`src/rtl/vend_ctrl.sv`:
```
// Vending controller: collects 5/10/25-cent coins, vends one of two items,
// and returns remaining credit as a train of 5-cent change pulses.
module vend_ctrl #(
    parameter int unsigned PRICE0     = 15,
    parameter int unsigned PRICE1     = 25,
    parameter int unsigned MAX_CREDIT = 95
) (
    input  logic       clk,
    input  logic       rst,
    input  logic       coin_valid,
    input  logic [4:0] coin,
    output logic       coin_ready,
    output logic       coin_reject,
    input  logic       sel_valid,
    input  logic       sel,
    input  logic       cancel,
    output logic       vend_req,
    output logic       vend_item,
    input  logic       vend_done,
    output logic       change_pulse,
    output logic [6:0] credit,
    output logic       busy
);

    localparam int unsigned CW   = 7;
    localparam int unsigned SW   = 8;
    localparam int unsigned STEP = 5;

    typedef enum logic [1:0] {
        COLLECT = 2'd0,
        VEND    = 2'd1,
        CHANGE  = 2'd2
    } state_t;

    state_t        state, state_n;
    logic [CW-1:0] credit_n;
    logic          vend_req_n, vend_item_n, change_pulse_n, coin_reject_n;

    logic          coin_take;
    logic          coin_legal;
    logic          coin_ok;
    logic [SW-1:0] coin_sum;
    logic [CW-1:0] credit_plus;
    logic [CW-1:0] price;

    // Handshake and status decode from state; both forced low during reset
    assign coin_ready = !rst && (state == COLLECT);
    assign busy       = !rst && (state != COLLECT);

    // Coin acceptance and selected price
    always_comb begin
        coin_take   = coin_valid && coin_ready;
        coin_legal  = (coin == 5'd5) || (coin == 5'd10) || (coin == 5'd25);
        coin_sum    = SW'(credit) + SW'(coin);
        coin_ok     = coin_legal && (coin_sum <= SW'(MAX_CREDIT));
        credit_plus = (coin_take && coin_ok) ? coin_sum[CW-1:0] : credit;
        price       = sel ? CW'(PRICE1) : CW'(PRICE0);
    end

    // Next-state and registered-output logic
    always_comb begin
        state_n        = state;
        credit_n       = credit;
        vend_req_n     = vend_req;
        vend_item_n    = vend_item;
        change_pulse_n = 1'b0;
        coin_reject_n  = coin_take && !coin_ok;

        case (state)
            COLLECT: begin
                credit_n = credit_plus;
                if (cancel && (credit != '0)) begin
                    state_n        = CHANGE;
                    change_pulse_n = 1'b1;
                end else if (sel_valid && (credit >= price)) begin
                    credit_n    = credit_plus - price;
                    state_n     = VEND;
                    vend_req_n  = 1'b1;
                    vend_item_n = sel;
                end
            end
            VEND: begin
                if (vend_done) begin
                    vend_req_n = 1'b0;
                    if (credit != '0) begin
                        state_n        = CHANGE;
                        change_pulse_n = 1'b1;
                    end else begin
                        state_n = COLLECT;
                    end
                end
            end
            CHANGE: begin
                // Pulse stays high while credit remains after this decrement
                if (credit > CW'(STEP)) begin
                    credit_n       = credit - CW'(STEP);
                    change_pulse_n = 1'b1;
                end else begin
                    credit_n = '0;
                    state_n  = COLLECT;
                end
            end
            default: begin
                state_n  = COLLECT;
                credit_n = '0;
            end
        endcase
    end

    // State and output registers with synchronous reset
    always_ff @(posedge clk) begin
        if (rst) begin
            state        <= COLLECT;
            credit       <= '0;
            vend_req     <= 1'b0;
            vend_item    <= 1'b0;
            change_pulse <= 1'b0;
            coin_reject  <= 1'b0;
        end else begin
            state        <= state_n;
            credit       <= credit_n;
            vend_req     <= vend_req_n;
            vend_item    <= vend_item_n;
            change_pulse <= change_pulse_n;
            coin_reject  <= coin_reject_n;
        end
    end

endmodule

```
`config.mk`:
```
export PLATFORM = sky130hd
export DESIGN_NAME = vend_ctrl
export DESIGN_NICKNAME = d
export VERILOG_FILES = /design/src/rtl/vend_ctrl.sv
export SDC_FILE = /design/constraint.sdc
export NUM_CORES = 1
export LEC_CHECK = 0
export CORE_MARGIN = 5
export CORE_UTILIZATION = 53
export DETAILED_ROUTE_END_ITERATION = 12
export HOLD_SLACK_MARGIN = 0.12
export PLACE_DENSITY_LB_ADDON = 0.25
export SLEW_MARGIN = 20
export SYNTH_ARGS = -nofsm -noshare
export SYNTH_HDL_FRONTEND = slang
export SYNTH_SLANG_ARGS = --single-unit
```
`constraint.sdc`:
```
create_clock -name clk -period 5.3 [get_ports clk]
set_input_delay 1.325 -clock clk [delete_from_list [all_inputs] [get_ports clk]]
set_output_delay 1.325 -clock clk [all_outputs]
set_load 0.05 [all_outputs]
```
# After elaboration in Yosys (flattened, before gate mapping)
# Index checks and enable logic that the tools add are counted.
# word_totals
reg_bits	13
in_bits	12
output_inout_bits	13
elab_cells	63
# op_classes
add_sub_neg	3
order_cmp	3
eq_ne	10
muxes	21
n_bitwise	1
n_reduce_logical	19
# op_table
cell	n
$mux 7	4
$pmux 7 s3	1
$mux 2	5
$add 7x5->8	1
$le 8x7->1 const B	1
$logic_and 1x1->1	8
$ge 7x5->1	1
$gt 7x3->1 const B	1
$mux 1	7
$reduce_bool 7->1	1
$sub 7x3->7 const B	1
$sub 7x5->7	1
$ne 2x2->1 const B	3
$pmux 2 s3	1
$reduce_and 3->1	2
$eq 5x3->1 const B	1
$eq 5x4->1 const B	1
$eq 5x5->1 const B	1
$mux 5	1
$reduce_and 4->1	1
$reduce_bool 2->1	2
$ne 3x1->1 const B	1
$pmux 1 s3	1
$eq 2x1->1 const B	1
7 further kinds	9

# Logic depth before layout (Yosys ltp)
# Gate-level depths: netlist of run 1.
# depth
word_depth	10
mapped_depth	17
mapped_depth_nobuf	17

# Worst setup path after synthesis of run 1
# OpenSTA, ideal clock, no wires.
# synth_path
path_type	input port to flip-flop
startpoint	input coin[0]
endpoint	register credit[5]
setup_ns	0.127
t_arrival_ns	4.523
setup_slack_ns	0.649
cell_stages	17
n_path_buf	0
path_cell_list	ha_1 inv_1 fa_1 nor2b_1 o31ai_2 or4b_4 o211ai_4 nor2_1 a21oi_1 inv_1 ha_1 a21o_1 a21oi_1 nand3b_1 mux2i_1 and3_1 or3b_1
# synth_between
elab_chain_len	10
word_cells_on_any_way	14
cone_classes	add/sub: 2; order compare: 1; eq/ne: 3; mux: 4; reduce/logical: 4
# synth_lines
element	line_no	rtl
start: declaration	11	input logic [4:0] coin,
parallel branches: the longest is 5 deep, another holds $add 7x5->8	--	
$mux 7 *	56	credit_plus = (coin_take && coin_ok) ? coin_sum[CW-1:0] : credit;
$sub 7x5->7	76	credit_n = credit_plus - price;
$mux 7	75	end else if (sel_valid && (credit >= price)) begin
$mux 7 *	72	if (cancel && (credit != '0)) begin
$pmux 7 s3 *	69	case (state)
end signal: assignment	121	credit <= credit_n;
end: declaration	21	output logic [6:0] credit,
# Mark *: on every way between the ends.
# A chain may end at the register's enable or synchronous reset.

# Final worst setup path of run 1
# Ends and elaborated chain as after synthesis.

==> results.txt, run 1 <==
----------------------------------------------------
[Detailed routing]
  Pre-Repair DR Iteration Count ... 5
  Routed via count divided by cell count ... roughly 6.3
  Mean routed wirelength per cell ... approximately 16 um
  Remaining design rule violation count ... 0
  Drt first-iter violations ... between 80 and 90
  Routed WL ... slightly below 4000 um
  Number of vias after detailed routing ... between 1500 and 2000
  Number of nets still failing antenna checks after routing ... 0

[Timing]
  Hold violation count in the final report ... 0
  Pins over their slew limit ... 0
  Worst Slack Setup Final ... between 200 and 300 ps
  Total negative slack ... 0 ps
  Actual transition at the worst max-transition pin ... around 500 ps
  F_max ... approximately 200 MHz
  Setup violators final ... 0
  Max_slew headroom ... between 60% and 70%
  Final worst path period share ... a little over nine tenths
  Clock period minus worst slack ... approximately 5000 ps
  RSZ-0062 raised after global routing ... no
  Maximum clock skew at final layout ... 4.33 ps

[Critical path]
  Data arrival, critical path ... 5170 ps
  Highest fanout seen on the critical path ... 5
  Kind of launch point of the worst setup path ... input pin
  Worst setup EP type ... flip-flop
  WP data required ... ~5500 ps
  Start of the worst register-to-register path ... credit[0]$_SDFFE_PP0N_
  First element of the critical path ... coin[0]
  Worst reg2reg setup slack ... 1270 ps
  Category of the critical setup timing path ... input pin to flip-flop

[Placed design]
  Final HPWL from detailed placement ... around 3200 um
  Routability cong. ... approximately 0.9
  Dpl ws ... 29.0 ps
  Quantity of I/O buffers inserted on ports ... 24

[Die]
  Num rows ... 19
  Die Ht ... between 60 and 70 um
  Placeable Area ... 2730 um2
  Total I/O pin count ... 25
  Total die area ... around 4000 um2
  Effective utilization at floorplan ... about 55%
  Die X ... about 63 um

[Final layout]
  Most common cell after layout, fill and taps aside ... sky130_fd_sc_hd__clkdlybuf4s50_1
  Multi-input gate area in the final layout ... 1160 um2
  Register Area ... ~260 um2
  Post-synthesis to final-layout area growth ... 20.4%
  Nets@finish ... approximately 250
  Layout cells sized above 1 ... 10.1%
  Leading cell types in the layout, fill and taps excluded ... sky130_fd_sc_hd__clkdlybuf4s50_1, sky130_fd_sc_hd__ha_1, sky130_fd_sc_hd__nand2_1, sky130_fd_sc_hd__nor2_1, sky130_fd_sc_hd__dfxtp_1
  Count of antenna diodes in the layout ... 0
  Fill count ... ~250

[Global route]
  Number of global-route vias before repair ... 1427
  Remaining global-route overflow ... 0
  First-pass GRT wire length ... roughly 6400 um
  Pin count of the biggest net entering global routing ... 13
  Total routing usage reported by global routing ... about a fifth
  Initial antenna violation count ... 0

[Clock tree]
  Max Root-Sink Buffers ... 2
  Worst skew pair latency ... around 270 ps
  Number of setup buffers added after CTS ... 0
  Total number of clock tree sinks ... 13
  TritonCTS clock tree ... done
  Number of buffers created by CTS ... 3
  Post-CTS sizing ... 0
  Post-CTS Hold Fix Bufs ... 0
  CTS clk-pin slew, worst paths ... 80 ps
  Max H-tree Level ... 1
  Master cell of the clock root buffer ... sky130_fd_sc_hd__clkbuf_4

[Synth]
  Post-Synthesis Mean Instance Area ... roughly 7.8 um2
  Asr flop ratio synth ... 0%
  Largest cells by area after synthesis ... sky130_fd_sc_hd__dfxtp_1, sky130_fd_sc_hd__ha_1, sky130_fd_sc_hd__mux2i_1
  Area share of the largest cell type after synthesis ... roughly 17%
  Predominant post-synthesis flop cell ... sky130_fd_sc_hd__dfxtp_1
  Cell count after synthesis ... between 150 and 200
  Post-Synthesis Cell Area ... between 1000 and 1500 um2
  Synth warn ... 0
  Sequential fraction of the synthesis area ... approximately 17%
  Number of enable-type register cells in the synthesized netlist ... 0
  Flop and latch count out of synthesis ... 13
  Net Count, Synth ... 220
  Post-synth top area cell ... sky130_fd_sc_hd__dfxtp_1
  Distinct cell type count of the synthesized netlist ... 52

[Worst hold path]
  Critical hold path startpoint ... vend_item$_SDFFE_PP0P_
  Hold WC Path Type ... flip-flop to flip-flop

[Pwr]
  Max rail drop VDD ... between 0.3 and 0.4 mV
  Cell Pwr Density ... 554 nW/um2
  P_leak ... 0.796 nW

[Run]
  Number of max-cap violations ... 0

[Status]
  Status ... finished clean

----------------------------------------------------
[critical path: stages]
cell                              delay, ps
sky130_fd_sc_hd__clkdlybuf4s50_1        510
sky130_fd_sc_hd__ha_1                   210
sky130_fd_sc_hd__inv_1                   60
sky130_fd_sc_hd__fa_1                   390
sky130_fd_sc_hd__nor2b_1                190
sky130_fd_sc_hd__o31ai_2                110
sky130_fd_sc_hd__or4b_4                 520
sky130_fd_sc_hd__o211ai_4               140
sky130_fd_sc_hd__nor2_1                  70
sky130_fd_sc_hd__a21oi_1                190
sky130_fd_sc_hd__inv_1                   70
sky130_fd_sc_hd__ha_1                   290
sky130_fd_sc_hd__a21o_1                 180
sky130_fd_sc_hd__a21oi_1                170
sky130_fd_sc_hd__nand3b_1               130
sky130_fd_sc_hd__mux2i_1                 90
sky130_fd_sc_hd__and3_1                 190
sky130_fd_sc_hd__or3b_1                 340
[sequential cells by signal (all words and copies together) (netlist names)]
| signal | count |
|---|---|
| coin_reject | 1 |
| vend_item | 1 |
| credit | 7 |
| change_pulse | 1 |
| state | 2 |
| vend_req | 1 |
[cell families (layout without fill, tap and decap cells)]
logic type / Yosys count / in the layout / share of synthesized area [%]
fa+ha+maj: 16 / 16 / 14.4
xor+xnor: 7 / 7 / 4.09
simple gates: 69 / 69 / 24.9
mux: 10 / 10 / 6.85
flops: 13 / 13 / 17.4
compound gates: 58 / 58 / 27.4
buf+inv: 19 / 44 / 5.01
[metrics by stage]
step / power (W) / cell area [um2] / util [%] / std cells / hold WS [ps]
after floorplan: 0.000737 / 1500 / - / 192 / 635
after global placement: 0.000912 / 1780 / 65.0 / 244 / 475
after detailed placement: 0.000930 / 1780 / 65.0 / 244 / 480
after CTS: 0.000995 / 1800 / 65.9 / 248 / 502
after global routing: 0.00108 / 1800 / 65.9 / 248 / 536
final: 0.000999 / 1800 / 65.9 / 248 / 495
[cell usage after synthesis, drive strengths merged, types with 3 or more instances]
cell type and n:
a21o 6, dfxtp 13, a21oi 14, nor3b 3
xnor2 5, nor2b 5, o211ai 6, mux2i 8
inv 12, nor3 6, ha 14, clkbuf 4
a31oi 3, nand3 8, nand2b 4, nor2 14
o21bai 3, o21ai 11, o21a 3, buf 3
nand2 14
[layer usage]
metal | global-route usage [%] | wire length [um]
met5 | 0 | 0
met1 | 21.9 | 1510
met4 | 10.1 | 120
met2 | 35.9 | 2040
met3 | 2.13 | 277
[path summary, 6_finish.rpt]
kind / end / cells after the start
max reg2reg: credit[5]$_SDFFE_PP0N_ / 17
min: vend_item$_SDFFE_PP0P_ / 2
max: credit[5]$_SDFFE_PP0N_ / 18
min reg2reg: vend_item$_SDFFE_PP0P_ / 2
[area by class of cell]
| class | instances | area share, % |
|---|---|---|
| inverter | 12 | 2.50 |
| multi-input combinational | 160 | 64.5 |
| clock buffer | 4 | 1.46 |
| tap | 31 | 2.15 |
| sequential | 13 | 14.4 |
| timing repair buffer | 28 | 15.0 |
[power breakdown]
part	internal, W	switching (W)	total [W]	leakage, nW
registers	0.000137	0.0000811	0.000218	0.106
clock network	0.0000291	0.0000332	0.0000623	0.0150
logic	0.000286	0.000433	0.000719	0.675
(Power assumes the default switching activity.)
==> run 2, diff against run 1 <==
RECOVER_POWER = 25   (was not set)
clock period = 5.7 ns   (was 5.3 ns; I/O delays follow)
==> run 2 against run 1 <==
Against the previous run: largest cell class unchanged; register-to-register slack improved by 160 ps; critical endpoint unchanged; critical path depth did not move; worst hold slack got worse by 3.9 ps; worst setup slack improved by 77 ps; sequential share of layout area rose by 0.18 points; total power fell by 7.8%; clock skew fell by 3.7 ps; non-clock buffer count fell by 3; sequential power fell by 7%; final cell count fell by 1.2%.
==> results.txt, run 2 (same netlist as run 1, synthesis figures left out) <==
----------------------------------------------------
[Clock tree]
  Post-CTS Hold Fix Bufs ... 0 (unchanged)
  Max Root-Sink Buffers ... 2 (unchanged)
  Total number of clock tree sinks ... 13 (unchanged)
  CTS clk-pin slew, worst paths ... 80 ps (about the same)
  Number of buffers created by CTS ... 3 (unchanged)
  Master cell of the clock root buffer ... sky130_fd_sc_hd__clkbuf_4
  Worst skew pair latency ... 280 ps (about the same)
  Number of setup buffers added after CTS ... 0 (unchanged)
  TritonCTS clock tree ... done
  Max H-tree Level ... 1 (unchanged)
  Post-CTS sizing ... 0 (unchanged)

[Run]
  Number of max-cap violations ... 0 (unchanged)

[Critical path]
  Data arrival, critical path ... 5510 ps (+340 ps)
  Highest fanout seen on the critical path ... 9 (+4)
  WP data required ... 5870 ps (+410 ps)
  Kind of launch point of the worst setup path ... input pin
  Category of the critical setup timing path ... input pin to flip-flop
  Worst setup EP type ... flip-flop

[Die]
  Total I/O pin count ... 25 (unchanged)
  Num rows ... 19 (unchanged)
  Total die area ... 3990 um2 (unchanged)
  Placeable Area ... 2730 um2 (unchanged)
  Die Ht ... 63.2 um (unchanged)
  Die X ... 63.2 um (unchanged)
  Effective utilization at floorplan ... 54.8% (unchanged)

[Global route]
  Total routing usage reported by global routing ... 20.0% (+0.40 points)
  Number of global-route vias before repair ... 1483 (+3.9%)
  Initial antenna violation count ... 0 (unchanged)
  First-pass GRT wire length ... 6620 um (+3.8%)
  Remaining global-route overflow ... 0 (unchanged)
  Pin count of the biggest net entering global routing ... 14 (+1)

[Timing]
  F_max ... 187 MHz
  Final worst path period share ... roughly 94%
  Max_slew headroom ... 66.1% (-0.52 points)
  Hold violation count in the final report ... 0 (unchanged)
  Worst Slack Setup Final ... 363 ps (+76.9 ps)
  Actual transition at the worst max-transition pin ... 507 ps (+7.70 ps)
  Total negative slack ... 0 ps (unchanged)
  Clock period minus worst slack ... between 5000 and 6000 ps
  Pins over their slew limit ... 0 (unchanged)
  RSZ-0062 raised after global routing ... no
  Setup violators final ... 0 (unchanged)
  Maximum clock skew at final layout ... 0.674 ps (-3.65 ps)

[Final layout]
  Most common cell after layout, fill and taps aside ... sky130_fd_sc_hd__clkdlybuf4s50_1
  Leading cell types in the layout, fill and taps excluded ... sky130_fd_sc_hd__clkdlybuf4s50_1, sky130_fd_sc_hd__ha_1, sky130_fd_sc_hd__nand2_1, sky130_fd_sc_hd__nor2_1, sky130_fd_sc_hd__dfxtp_1
  Layout cells sized above 1 ... 8.88% (-1.3 points)
  Max FFs per register ... 7 (unchanged)
  Nets@finish ... 243 (-1.2%)
  Post-synthesis to final-layout area growth ... 18.9%
  Top flop regs ... credit x7, state x2
  Largest reg by FF count ... credit
  Count of antenna diodes in the layout ... 0 (unchanged)

[Detailed routing]
  Remaining design rule violation count ... 0 (unchanged)
  Drt first-iter violations ... 67 (-22%)
  Number of nets still failing antenna checks after routing ... 0 (unchanged)
  Routed via count divided by cell count ... 6.31 (-0.20%)
  Number of vias after detailed routing ... 1545 (-1.4%)
  Mean routed wirelength per cell ... 16.4 um (+2.9%)
  Routed WL ... 4010 um (+1.6%)
  Pre-Repair DR Iteration Count ... 5 (unchanged)

[Pwr]
  Cell Pwr Density ... 517 nW/um2 (-6.6%)
  P_leak ... 0.795 nW (-0.16%)
  Max rail drop VDD ... 0.391 mV (+7.5%)

[Placed design]
  Quantity of I/O buffers inserted on ports ... 24 (unchanged)
  Routability cong. ... 0.876 (-3.8%)
  Final HPWL from detailed placement ... 3130 um (-0.67%)
  Dpl ws ... 83.3 ps (+54.3 ps)

[Worst hold path]
  Hold WC Path Type ... flip-flop to flip-flop

[Status]
  Status ... finished clean

----------------------------------------------------
==> run 2: cell types whose count changed in the layout (fill, tap and decap cells not counted) <==
cell                              delta
sky130_fd_sc_hd__buf_4               -3
sky130_fd_sc_hd__dlygate4sd3_1       +5
sky130_fd_sc_hd__clkdlybuf4s50_1     -5
==> run 2: per-layer routing <==
metal  track usage [%]  part of all wire, %  vias to the layer above
met5                 0                    0                        -
met4              9.55                  3.0                        0
met3              2.49                  3.8                       14
met2              37.3                   53                       46
met1              21.9                   41                      736
li1                  -                    -                      749
==> run 2: cell type report <==
class	count	area, um2
Timing Repair Buffer	25	248
Sequential cell	13	260
Inverter	12	45.0
Multi-Input combinational cell	160	1160
Fill cell	243	953
Tap cell	31	38.8
Clock buffer	4	26.3
==> run 2: worst paths after layout <==
path	startpoint	endpoint	slack, ps	cells past startpoint
min reg2reg	vend_item$_SDFFE_PP0P_	vend_item$_SDFFE_PP0P_	490	2
max	coin[0]	credit[5]$_SDFFE_PP0N_	360	18
max reg2reg	credit[0]$_SDFFE_PP0N_	credit[5]$_SDFFE_PP0N_	1430	17
min	vend_item$_SDFFE_PP0P_	vend_item$_SDFFE_PP0P_	490	2
==> run 2: report_power, final <==
part	switching, W	internal [W]
Sequential	0.0000758	0.000127
Clock	0.0000334	0.0000272
Combinational	0.000402	0.000255
Total	0.000512	0.000410
==> run 2: worst max-delay path, cell delays in order <==
cell and delay (ps):
sky130_fd_sc_hd__clkdlybuf4s50_1 520, sky130_fd_sc_hd__ha_1 210, sky130_fd_sc_hd__inv_1 60, sky130_fd_sc_hd__fa_1 400, sky130_fd_sc_hd__nor2b_1 200, sky130_fd_sc_hd__o31ai_2 120
sky130_fd_sc_hd__or4b_4 520, sky130_fd_sc_hd__o211ai_4 190, sky130_fd_sc_hd__nor2_1 80, sky130_fd_sc_hd__a21oi_1 260, sky130_fd_sc_hd__inv_1 80, sky130_fd_sc_hd__ha_1 290
sky130_fd_sc_hd__a21o_1 180, sky130_fd_sc_hd__a21oi_1 200, sky130_fd_sc_hd__nand3b_1 140, sky130_fd_sc_hd__mux2i_1 90, sky130_fd_sc_hd__and3_1 190, sky130_fd_sc_hd__or3b_1 340
==> run 2: through the flow <==
stage | hold slack, ps | util [%] | cell area (um2) | total power (W) | std cells
after floorplan | 635 | - | 1500 | 0.000685 | 192
after global placement | 476 | 64.2 | 1750 | 0.000840 | 241
after detailed placement | 481 | 64.2 | 1750 | 0.000859 | 241
after CTS | 503 | 65.1 | 1780 | 0.000921 | 245
after global routing | 531 | 65.1 | 1780 | 0.000994 | 245
final | 491 | 65.1 | 1780 | 0.000921 | 245
==> run 3, diff against run 2 <==
CAP_MARGIN = 5   (was not set)
==> results of run 3 <==
The final DEF is identical to that of run 2; final timing and power are the same.
